[src/rtl/newhope_pkg.sv]
// Shared encodings and sizing helpers for the input-buffer fill stage.
package newhope_pkg;

    typedef enum logic [1:0] {
        ST_IDLE = 2'd0,
        ST_LOAD = 2'd1,
        ST_LAST = 2'd2,
        ST_DONE = 2'd3
    } state_t;

    // Stream beats packed into one RAM word.
    function automatic int calc_beats(input int mem_width, input int in_width);
        return mem_width / in_width;
    endfunction

    // Counter width that never collapses to zero bits.
    function automatic int cnt_width(input int n);
        return (n > 1) ? $clog2(n) : 1;
    endfunction

endpackage

[src/rtl/ram_stream_loader.sv]
// Packs a narrow valid/ready stream into RAM words, writes MEM_SIZE words from address 0,
// then hands the RAM port to the downstream read interface.
module ram_stream_loader
    import newhope_pkg::*;
#(
    parameter int MEM_WIDTH = 32,
    parameter int MEM_SIZE  = 24,
    parameter int IN_WIDTH  = 8
) (
    input  logic                        clk,
    input  logic                        rst_n,
    input  logic                        start,
    input  logic [IN_WIDTH-1:0]         din,
    input  logic                        din_valid,
    output logic                        din_ready,
    output logic                        done,
    input  logic                        rd_en,
    input  logic [$clog2(MEM_SIZE)-1:0] rd_addr,
    output logic                        ram_en,
    output logic                        ram_we,
    output logic [$clog2(MEM_SIZE)-1:0] ram_addr,
    output logic [MEM_WIDTH-1:0]        ram_di
);

    localparam int BEATS = calc_beats(MEM_WIDTH, IN_WIDTH);
    localparam int AW    = $clog2(MEM_SIZE);
    localparam int BW    = cnt_width(BEATS);

    generate
        if ((MEM_WIDTH % IN_WIDTH) != 0) begin : g_bad_width
            $error("MEM_WIDTH must be an integer multiple of IN_WIDTH");
        end
        if (MEM_SIZE < 2) begin : g_bad_size
            $error("MEM_SIZE must be at least 2");
        end
    endgenerate

    state_t                state_reg;
    state_t                state_next;
    logic [BW-1:0]         beat_cnt_reg;
    logic [AW-1:0]         word_cnt_reg;
    logic [MEM_WIDTH-1:0]  pack_reg;
    logic [MEM_WIDTH-1:0]  pack_next;
    logic                  wr_en_reg;
    logic [AW-1:0]         wr_addr_reg;
    logic [MEM_WIDTH-1:0]  wr_data_reg;

    logic start_load;
    logic accept;
    logic last_beat;
    logic last_word;

    assign start_load = start && ((state_reg == ST_IDLE) || (state_reg == ST_DONE));
    assign accept     = din_valid && (state_reg == ST_LOAD);
    assign last_beat  = (beat_cnt_reg == BW'(BEATS - 1));
    assign last_word  = (word_cnt_reg == AW'(MEM_SIZE - 1));

    // Current beat merged into the partial word; earlier beats sit below it.
    always_comb begin
        pack_next = pack_reg;
        pack_next[int'(beat_cnt_reg) * IN_WIDTH +: IN_WIDTH] = din;
    end

    always_ff @(posedge clk or negedge rst_n) begin
        if (!rst_n) begin
            state_reg <= ST_IDLE;
        end else begin
            state_reg <= state_next;
        end
    end

    always_comb begin
        state_next = state_reg;
        din_ready  = 1'b0;
        done       = 1'b0;
        case (state_reg)
            ST_IDLE: begin
                if (start) state_next = ST_LOAD;
            end
            ST_LOAD: begin
                din_ready = 1'b1;
                if (accept && last_beat && last_word) state_next = ST_LAST;
            end
            ST_LAST: begin
                state_next = ST_DONE;
            end
            ST_DONE: begin
                done = 1'b1;
                if (start) state_next = ST_LOAD;
            end
            default: state_next = ST_IDLE;
        endcase
    end

    // Write strobe lives for exactly one cycle after the completing beat.
    always_ff @(posedge clk or negedge rst_n) begin
        if (!rst_n) begin
            beat_cnt_reg <= '0;
            word_cnt_reg <= '0;
            pack_reg     <= '0;
            wr_en_reg    <= 1'b0;
            wr_addr_reg  <= '0;
            wr_data_reg  <= '0;
        end else begin
            wr_en_reg <= 1'b0;
            if (start_load) begin
                beat_cnt_reg <= '0;
                word_cnt_reg <= '0;
                pack_reg     <= '0;
            end else if (accept) begin
                pack_reg <= pack_next;
                if (last_beat) begin
                    beat_cnt_reg <= '0;
                    wr_en_reg    <= 1'b1;
                    wr_addr_reg  <= word_cnt_reg;
                    wr_data_reg  <= pack_next;
                    if (!last_word) word_cnt_reg <= word_cnt_reg + 1'b1;
                end else begin
                    beat_cnt_reg <= beat_cnt_reg + 1'b1;
                end
            end
        end
    end

    // The read side only owns the port once the buffer is complete.
    always_comb begin
        ram_di = wr_data_reg;
        if (state_reg == ST_DONE) begin
            ram_en   = rd_en;
            ram_we   = 1'b0;
            ram_addr = rd_addr;
        end else begin
            ram_en   = wr_en_reg;
            ram_we   = wr_en_reg;
            ram_addr = wr_addr_reg;
        end
    end

endmodule

[config.mk]
export PLATFORM = sky130hd
export DESIGN_NAME = ram_stream_loader
export DESIGN_NICKNAME = d
export VERILOG_FILES = /design/src/rtl/newhope_pkg.sv /design/src/rtl/ram_stream_loader.sv
export SDC_FILE = /design/constraint.sdc
export NUM_CORES = 1
export LEC_CHECK = 0
export ABC_CLOCK_PERIOD_IN_PS = 2500
export CAP_MARGIN = 25
export CORE_MARGIN = 1.5
export CORE_UTILIZATION = 46
export DETAILED_ROUTE_END_ITERATION = 7
export PLACE_DENSITY = 0.72
export SETUP_SLACK_MARGIN = 0.4
export SYNTH_ARGS = -nofsm -noshare
export SYNTH_HDL_FRONTEND = slang
export SYNTH_SLANG_ARGS = --single-unit
export TNS_END_PERCENT = 10
[constraint.sdc]
create_clock -name clk -period 2.5 [get_ports clk]
set_input_delay 0.5 -clock clk [delete_from_list [all_inputs] [get_ports clk]]
set_output_delay 0.5 -clock clk [all_outputs]
set_load 0.05 [all_outputs]
* After elaboration in Yosys (flattened, before gate mapping)
Cells that the tools add are included.
Storage, ports and cells: RAM bits 0, bits in latches 0, logic and storage cells 54, ROM bits 0, memories kept 0, output and inout bits 41, bits in registers 79, input port bits 18
Cells by class: shift operators 2, reductions and logical operators 12, mux-type cells 21, bitwise operators 1, multipliers 0, equality and inequality tests 8, add/subtract/negate cells 3, magnitude comparators 0, div/mod/pow operators 0
Operators with widths (count):
- two-way mux 32 bit | 2
- negator 5 -> 33 bit | 1
- variable shift 8 x 33 -> 32 bit (first input constant) | 1
- indexed part select 8 x 33 -> 32 bit | 1
- bitwise mux 32 bit | 1
- two-way mux 5 bit | 5
- two-way mux 2 bit | 5
- two-way mux 1 bit | 7
- equality test 2 bit (second input constant) | 3
- case mux 2 bit (3 select lines) | 1
- AND reduction 3 bit | 2
- adder 5 x 1 -> 5 bit (second input constant) | 1
- equality test 5 bit (second input constant) | 1
- logical AND 1 bit | 4
- inequality test 2 x 1 -> 1 bit (second input constant) | 2
- nonzero test 2 bit | 2
- adder 2 x 1 -> 2 bit (second input constant) | 1
- equality test 2 x 1 -> 1 bit (second input constant) | 1
- logical NOT 2 bit | 1
- inequality test 2 bit (second input constant) | 1
- AND reduction 2 bit | 1
- OR reduction 2 bit | 1
- logical OR 1 bit | 1
- inverter 1 bit | 1

* Longest topological paths before layout
Gate-level depths: netlist of run 1.
word-level depth 6, depth in mapped cells 8, mapped depth without buffers 5

* Least setup slack after synthesis of run 1
OpenSTA, ideal clock, no wires.
kind reg-to-output, from register state_reg[0], to output port ram_en, path slack -0.195 ns, stages on the path, launching flop included 5, arrival 2.195 ns, required time 2.000 ns, buffers on the path 1, cell sequence dfrtp_1 > ha_1 > clkbuf_1 > nor2b_1 > a21o_1
On the way: longest elaborated chain between the ends 2
RTL lines:
- start, declared | RTL line ram_stream_loader.sv:38 | state_t state_reg;
- start signal, assigned | RTL line ram_stream_loader.sv:68 | state_reg <= state_next;
- equality test 2 bit | RTL line ram_stream_loader.sv:128 | if (state_reg == ST_DONE) begin
- two-way mux 1 bit | RTL line ram_stream_loader.sv:128
- end, declared | RTL line ram_stream_loader.sv:19 | output logic ram_en,
Every way passes these cells.

* Worst setup path in the final report of run 1
from register state_reg[1], to output port done
On the way: longest elaborated chain between the ends 2
RTL lines:
- equality test 2 bit | RTL line ram_stream_loader.sv:76 | case (state_reg)
- two-way mux 1 bit | RTL line ram_stream_loader.sv:76
- end, declared | RTL line ram_stream_loader.sv:16 | output logic done,
Every way passes these cells.

==> impl_metrics.py, run 1 <==
metrics = {
    "layout": {
        "area_delta_synth_final_pct": 26.2,
        "drive_above_1_share": 0.137,
        "layout.nets": 444,
        "antennaDiodeCount": 0,
        "finalNonFillerCells": 524,
    },
    "setup_path": {
        "crit_type": "flip-flop to output port",
        "startpoint": "state_reg[1]$_DFFE_PN0P_",
        "reg2reg_from": "state_reg[1]$_DFFE_PN0P_",
        "start_kind": "flip-flop",
        "cp_data_arrival_time_ns": 1.63,
        "worstSetupEndpointType": "output port",
        "critPathRequiredTime_ns": 2.00,
        "critPathMaxFanout": 8,
    },
    "clock_tree": {
        "cts.reportedPaths.clkPinSlew_ns": 0.08,
        "clock-sinks": 79,
        "root_buffer": "clkbuf_8",
        "cts.path.max_buffers": 2,
        "cts_buffers": 9,
        "clk-insertion-delay-late_ns": 0.35,
        "htreeDepth": 3,
        "holdBufCountCts": 0,
        "cts_tree": "done",
    },
    "logic_synthesis": {
        "synth_cell_type_count": 35,
        "post-synth-top-count-cell": "dfrtp_1",
        "synth_area_um2": 3710,
        "async_flop_share": 1.00,
        "ys_ff_latch": 79,
        "synth_common_cells": "dfrtp_1 (79), a21oi_1 (76), nand2_1 (33)",
        "synth_top_area_cell": "dfrtp_1",
        "synth_warnings": 0,
        "synth_top_area_frac": 0.532,
        "synth_fp_nets": 389,
        "synthTopCellsByArea": "dfrtp_1 (53%), a21oi_1 (10%), a32oi_1 (7.5%)",
        "synth-edff-count": 0,
        "syn-instance-count": 362,
        "syn_area_per_cell_um2": 10.3,
        "synth_flop_cell": "dfrtp_1",
        "ys_seq_area_frac": 0.532,
    },
    "routing": {
        "drc_errors": 0,
        "routed_wl_mm": 9.57,
        "routedWlPerCell_um": 18.3,
        "drt_iter0_markers": 257,
        "via_count": 3141,
        "via_per_inst": 5.99,
        "firstDrtPassIters": 5,
        "ant_nets": 0,
    },
    "global_routing": {
        "grtUsageTotal": 0.235,
        "grt-ovfl-total": 0,
        "antenna_found_initial": 0,
        "grt_pass1_vias": 3069,
        "grt_max_degree": 45,
        "grt_pass1_wl_mm": 15.7,
    },
    "die": {
        "initial_core_util": 0.478,
        "die_w_um": 92.9,
        "ioPinCount": 59,
        "die_y_um": 92.9,
        "coreArea_um2": 7770,
        "rows": 32,
        "die_area_um2": 8620,
    },
    "timing": {
        "slew_viol_final": 0,
        "period_needed_ns": 2.13,
        "tightest_slew_ns": 0.675,
        "max_freq_ghz": 0.469,
        "fin_skew_ns": 0.0114,
        "hold_viol_final": 0,
        "slew-limit-headroom": 0.549,
        "setup_tns_ns": 0,
        "period_share": 0.854,
        "hold_slack_ns": 0.140,
        "setup_violations": 0,
        "rsz0062_at_grt": "yes",
    },
    "pwr": {
        "switchingPower_mw": 2.03,
        "fin_total_pwr_mw": 4.73,
        "swShare": 0.429,
        "power.density_nw_per_um2": 1010,
        "seqPwrFrac": 0.338,
        "p_int_mw": 2.70,
        "combPwrFrac": 0.466,
        "ir_worst_vdd_uv": 452,
        "p_leak_nw": 2.01,
        "p_clk_frac": 0.197,
    },
    "run": {
        "cap_violations": 0,
    },
    "place": {
        "hpwl_mm": 6.51,
        "place_inst": 506,
        "portBuffers": 58,
        "place.gp.congestion": 0.860,
    },
    "hold_path": {
        "hp-class": "primary input to async pin",
    },
    "outcome": {
        "run_status": "finished, final reports clean",
    },
}
## worst paths after layout
| path | end | slack [ns] | cells past startpoint |
|---|---|---|---|
| min in group clk | wr_addr_reg[2]$_DFFE_PN0P_ | 0.49 | 1 |
| worst min register to register | wr_addr_reg[2]$_DFFE_PN0P_ | 0.49 | 1 |
| worst max-delay path | done | 0.37 | 2 |
| worst min-delay path | pack_reg[14]$_DFFE_PN0P_ | 0.14 | 1 |
| max in group asynchronous | pack_reg[22]$_DFFE_PN0P_ | 1.75 | 2 |
| worst max register to register | ram_di[28]$_DFFE_PN0P_ | 0.54 | 6 |
## power groups by stage
| stage | registers, mW | logic, mW | clock network, mW |
|---|---|---|---|
| CTS | 1.60 | 2.19 | 0.941 |
| detailed placement | 1.62 | 2.19 | 0 |
| floorplan | 2.11 | 0.994 | 0 |
| finish | 1.60 | 2.20 | 0.931 |
| global route | 1.62 | 2.34 | 0.990 |
| global placement | 1.61 | 2.16 | 0 |
## metrics by stage
step                      utilization  area, um^2  worst slack [ns]
after floorplan                     -        3730             0.378
after global placement          0.575        4470             0.399
after detailed placement        0.575        4470             0.331
after CTS                       0.600        4660             0.346
after global routing            0.604        4690             0.306
final                           0.604        4690             0.366
## worst max-delay path, stage by stage (launching register included)
cell,delay [ns]
dfrtp_1,0.40
ha_2,0.32
dlygate4sd2_1,0.57
## metal layers
layer / GRT usage / routed length [um] / up-vias
li1: - / - / 1455
met1: 0.347 / 4380 / 1556
met2: 0.345 / 4480 / 115
met3: 0.0394 / 535 / 15
met4: 0.0934 / 176 / 0
met5: 0 / 0 / -
## cells by family (layout without fill, tap and decap cells)
kind of cell	after synthesis	after routing	share of synthesized area
DFF	79	79	0.532
muxes	12	12	0.0357
buffers and inverters	38	98	0.0445
adders and majority gates	9	9	0.0303
AOI/OAI and AO/OA	144	144	0.240
and+or+nand+nor	80	80	0.118
## what timing repair did
| action | CTS | global route |
|---|---|---|
| endpoints found under the setup margin | 10 | 44 |
| buffers inserted | 0 | 2 |
| pin swaps | 0 | 1 |
| gates cloned | 0 | 0 |
| gates resized for setup | 4 | 2 |
## area by class of cell
type	count	area [um^2]
clock buffer	12	145
clock inverter	4	45.0
fill	661	3080
inverter	7	26.3
multi-input combinational	245	1590
sequential	79	1980
tap	102	128
timing repair buffer	75	776
## layout by cell type, fill, tap and decap left out, types with 10 or more instances in the layout
cell,synthesis,layout
a21oi_1,76,76
a32oi_1,32,32
buf_4,0,18
clkbuf_8,0,10
clkdlybuf4s50_1,0,48
dfrtp_1,79,79
nand2_1,33,32
nor2_1,12,11
nor2b_1,11,10
o22ai_1,24,24
(Power assumes the default switching activity.)
==> inputs of run 2 (changes only) <==
--- a/config.mk
+++ b/config.mk
@@ -7,10 +7,10 @@
 export LEC_CHECK = 0
 export ABC_CLOCK_PERIOD_IN_PS = 2500
 export CAP_MARGIN = 25
-export CORE_MARGIN = 1.5
-export CORE_UTILIZATION = 46
+export CORE_UTILIZATION = 35
 export DETAILED_ROUTE_END_ITERATION = 7
-export PLACE_DENSITY = 0.72
+export PLACE_DENSITY = 0.58
+export RECOVER_POWER = 25
 export SETUP_SLACK_MARGIN = 0.4
 export SYNTH_ARGS = -nofsm -noshare
 export SYNTH_HDL_FRONTEND = slang
==> run 2 against run 1 <==
  * The run now ends with max-capacitance violations, max-slew violations left
  * Worst setup slack better by 0.068 ns
  * Largest cell class unchanged
  * Final area up 1.7%
  * Flip-flop and latch count unchanged
  * Clock skew up 0.0018 ns
==> impl_metrics.py, run 2 (same netlist as run 1, synthesis figures left out) <==
metrics = {
    "die": {
        "die_y_um": 105,
        "die_area_um2": 11000,
        "ioPinCount": 59,
        "die_w_um": 105,
        "rows": 37,
        "coreArea_um2": 10300,
        "initial_core_util": 0.360,
    },
    "outcome": {
        "run_status": "finished, violations left",
        "violations": "max-capacitance violations, max-slew violations",
    },
    "timing": {
        "max_freq_ghz": 0.484,
        "period_share": 0.826,
        "setup_violations": 0,
        "slew_viol_final": 35,
        "slew-limit-headroom": -0.337,
        "rsz0062_at_grt": "yes",
        "setup_tns_ns": 0,
        "tightest_slew_ns": 2.01,
        "fin_skew_ns": 0.0131,
        "period_needed_ns": 2.07,
        "hold_viol_final": 0,
    },
    "global_routing": {
        "antenna_found_initial": 0,
        "grt_max_degree": 46,
        "grt-ovfl-total": 0,
        "grtUsageTotal": 0.190,
        "grt_pass1_vias": 2985,
        "grt_pass1_wl_mm": 16.5,
    },
    "clock_tree": {
        "htreeDepth": 3,
        "root_buffer": "clkbuf_8",
        "cts_buffers": 9,
        "cts.reportedPaths.clkPinSlew_ns": 0.08,
        "clk-insertion-delay-late_ns": 0.35,
        "clock-sinks": 79,
        "holdBufCountCts": 0,
        "cts.path.max_buffers": 2,
        "cts_tree": "done",
    },
    "layout": {
        "final_cell_mix": "dfrtp_1 (79), a21oi_1 (76), clkdlybuf4s50_1 (48)",
        "area_delta_synth_final_pct": 28.3,
        "finalNonFillerCells": 558,
        "drive_above_1_share": 0.140,
        "layout_commonest_cell": "dfrtp_1",
        "layout.nets": 444,
        "antennaDiodeCount": 0,
    },
    "setup_path": {
        "slowest_delay_ns": 0.45,
        "crit_type": "flip-flop to output port",
        "critPathMaxFanout": 8,
        "r2r-end": "word_cnt_reg[3]$_DFFE_PN0P_",
        "reg2reg_from": "state_reg[1]$_DFFE_PN0P_",
        "ff2ff_path_depth": 6,
        "critPathRequiredTime_ns": 2.00,
        "cp_data_arrival_time_ns": 1.57,
        "worstSetupEndpointType": "output port",
        "worstPathCellList": "ha_4 -> mux2_2 -> buf_12",
        "cp_slowest_cell": "dfrtp_1",
        "start_kind": "flip-flop",
        "r2r_setup_slack_ns": 0.49,
    },
    "routing": {
        "ant_nets": 0,
        "via_per_inst": 5.54,
        "wl_met1_mm": 4.86,
        "top_layer": "met4",
        "wl_met2_mm": 4.48,
        "met3_length_um": 515,
        "drt_iter0_markers": 194,
        "via_count": 3094,
        "routed_wl_mm": 10.0,
        "routedWlPerCell_um": 17.9,
        "drc_errors": 0,
        "firstDrtPassIters": 4,
    },
    "hold_path": {
        "hold_start": "wr_addr_reg[2]$_DFFE_PN0P_",
        "whs_path_depth": 1,
        "hp-class": "flip-flop to flip-flop",
        "hold_end": "wr_addr_reg[2]$_DFFE_PN0P_",
    },
    "place": {
        "place_inst": 539,
        "hpwl_mm": 6.79,
        "place.gp.congestion": 0.832,
        "portBuffers": 58,
    },
    "pwr": {
        "ir_worst_vdd_uv": 397,
        "fin_total_pwr_mw": 4.89,
        "power.density_nw_per_um2": 1020,
        "p_leak_nw": 2.02,
    },
    "run": {
        "cap_violations": 1,
    },
}
run 2: worst max path at each step:
stage	startpoint	to	slack, ns	depth (start not counted)
global route	rst_n	state_reg[1]$_DFFE_PN0P_	0.27	1
global placement	din_valid	word_cnt_reg[3]$_DFFE_PN0P_	0.35	5
floorplan	beat_cnt_reg[0]$_DFFE_PN0P_	ram_di[16]$_DFFE_PN0P_	0.38	8
detailed placement	din_valid	ram_di[23]$_DFFE_PN0P_	0.32	5
finish	state_reg[1]$_DFFE_PN0P_	ram_addr[0]	0.43	3
CTS	state_reg[1]$_DFFE_PN0P_	ram_addr[4]	0.33	3
run 2: cell type report:
type,count,area [um^2]
Sequential cell,79,1980
Multi-Input combinational cell,245,1600
Timing Repair Buffer,75,773
Inverter,7,26.3
Clock buffer,9,124
Fill cell,988,5560
Clock inverter,7,95.1
Tap cell,136,170
run 2: metrics by stage:
step / utilization / setup WS (ns) / cell area, um^2 / hold slack, ns
floorplan: - / 0.378 / 3730 / 0.204
global placement: 0.437 / 0.354 / 4520 / 0.487
detailed placement: 0.437 / 0.323 / 4520 / 0.486
CTS: 0.459 / 0.331 / 4740 / 0.111
global route: 0.462 / 0.272 / 4770 / 0.520
finish: 0.462 / 0.434 / 4770 / 0.495
run 2: critical path, delay by kind of cell (launching register included):
family / cells / cell delay (ns)
DFF: 1 / 0.45
adders and majority gates: 1 / 0.24
muxes: 1 / 0.38
buffers and inverters: 1 / 0.15
run 2: layer usage:
metal,GRT usage,up-vias
li1,-,1455
met1,0.273,1527
met2,0.283,95
met3,0.0480,17
met4,0.0523,0
met5,0,-
run 2: power breakdown:
part	leakage, nW	total (mW)	internal, mW	switching [mW]
combinational	0.831	2.24	0.762	1.47
clock	0.110	1.05	0.564	0.486
sequential	1.08	1.60	1.48	0.123
run 2: what timing repair did:
item / in CTS / in global routing
setup endpoints to repair: 9 / 59
setup buffers: 0 / 3
pin swaps: 0 / 1
resized for setup: 5 / 3
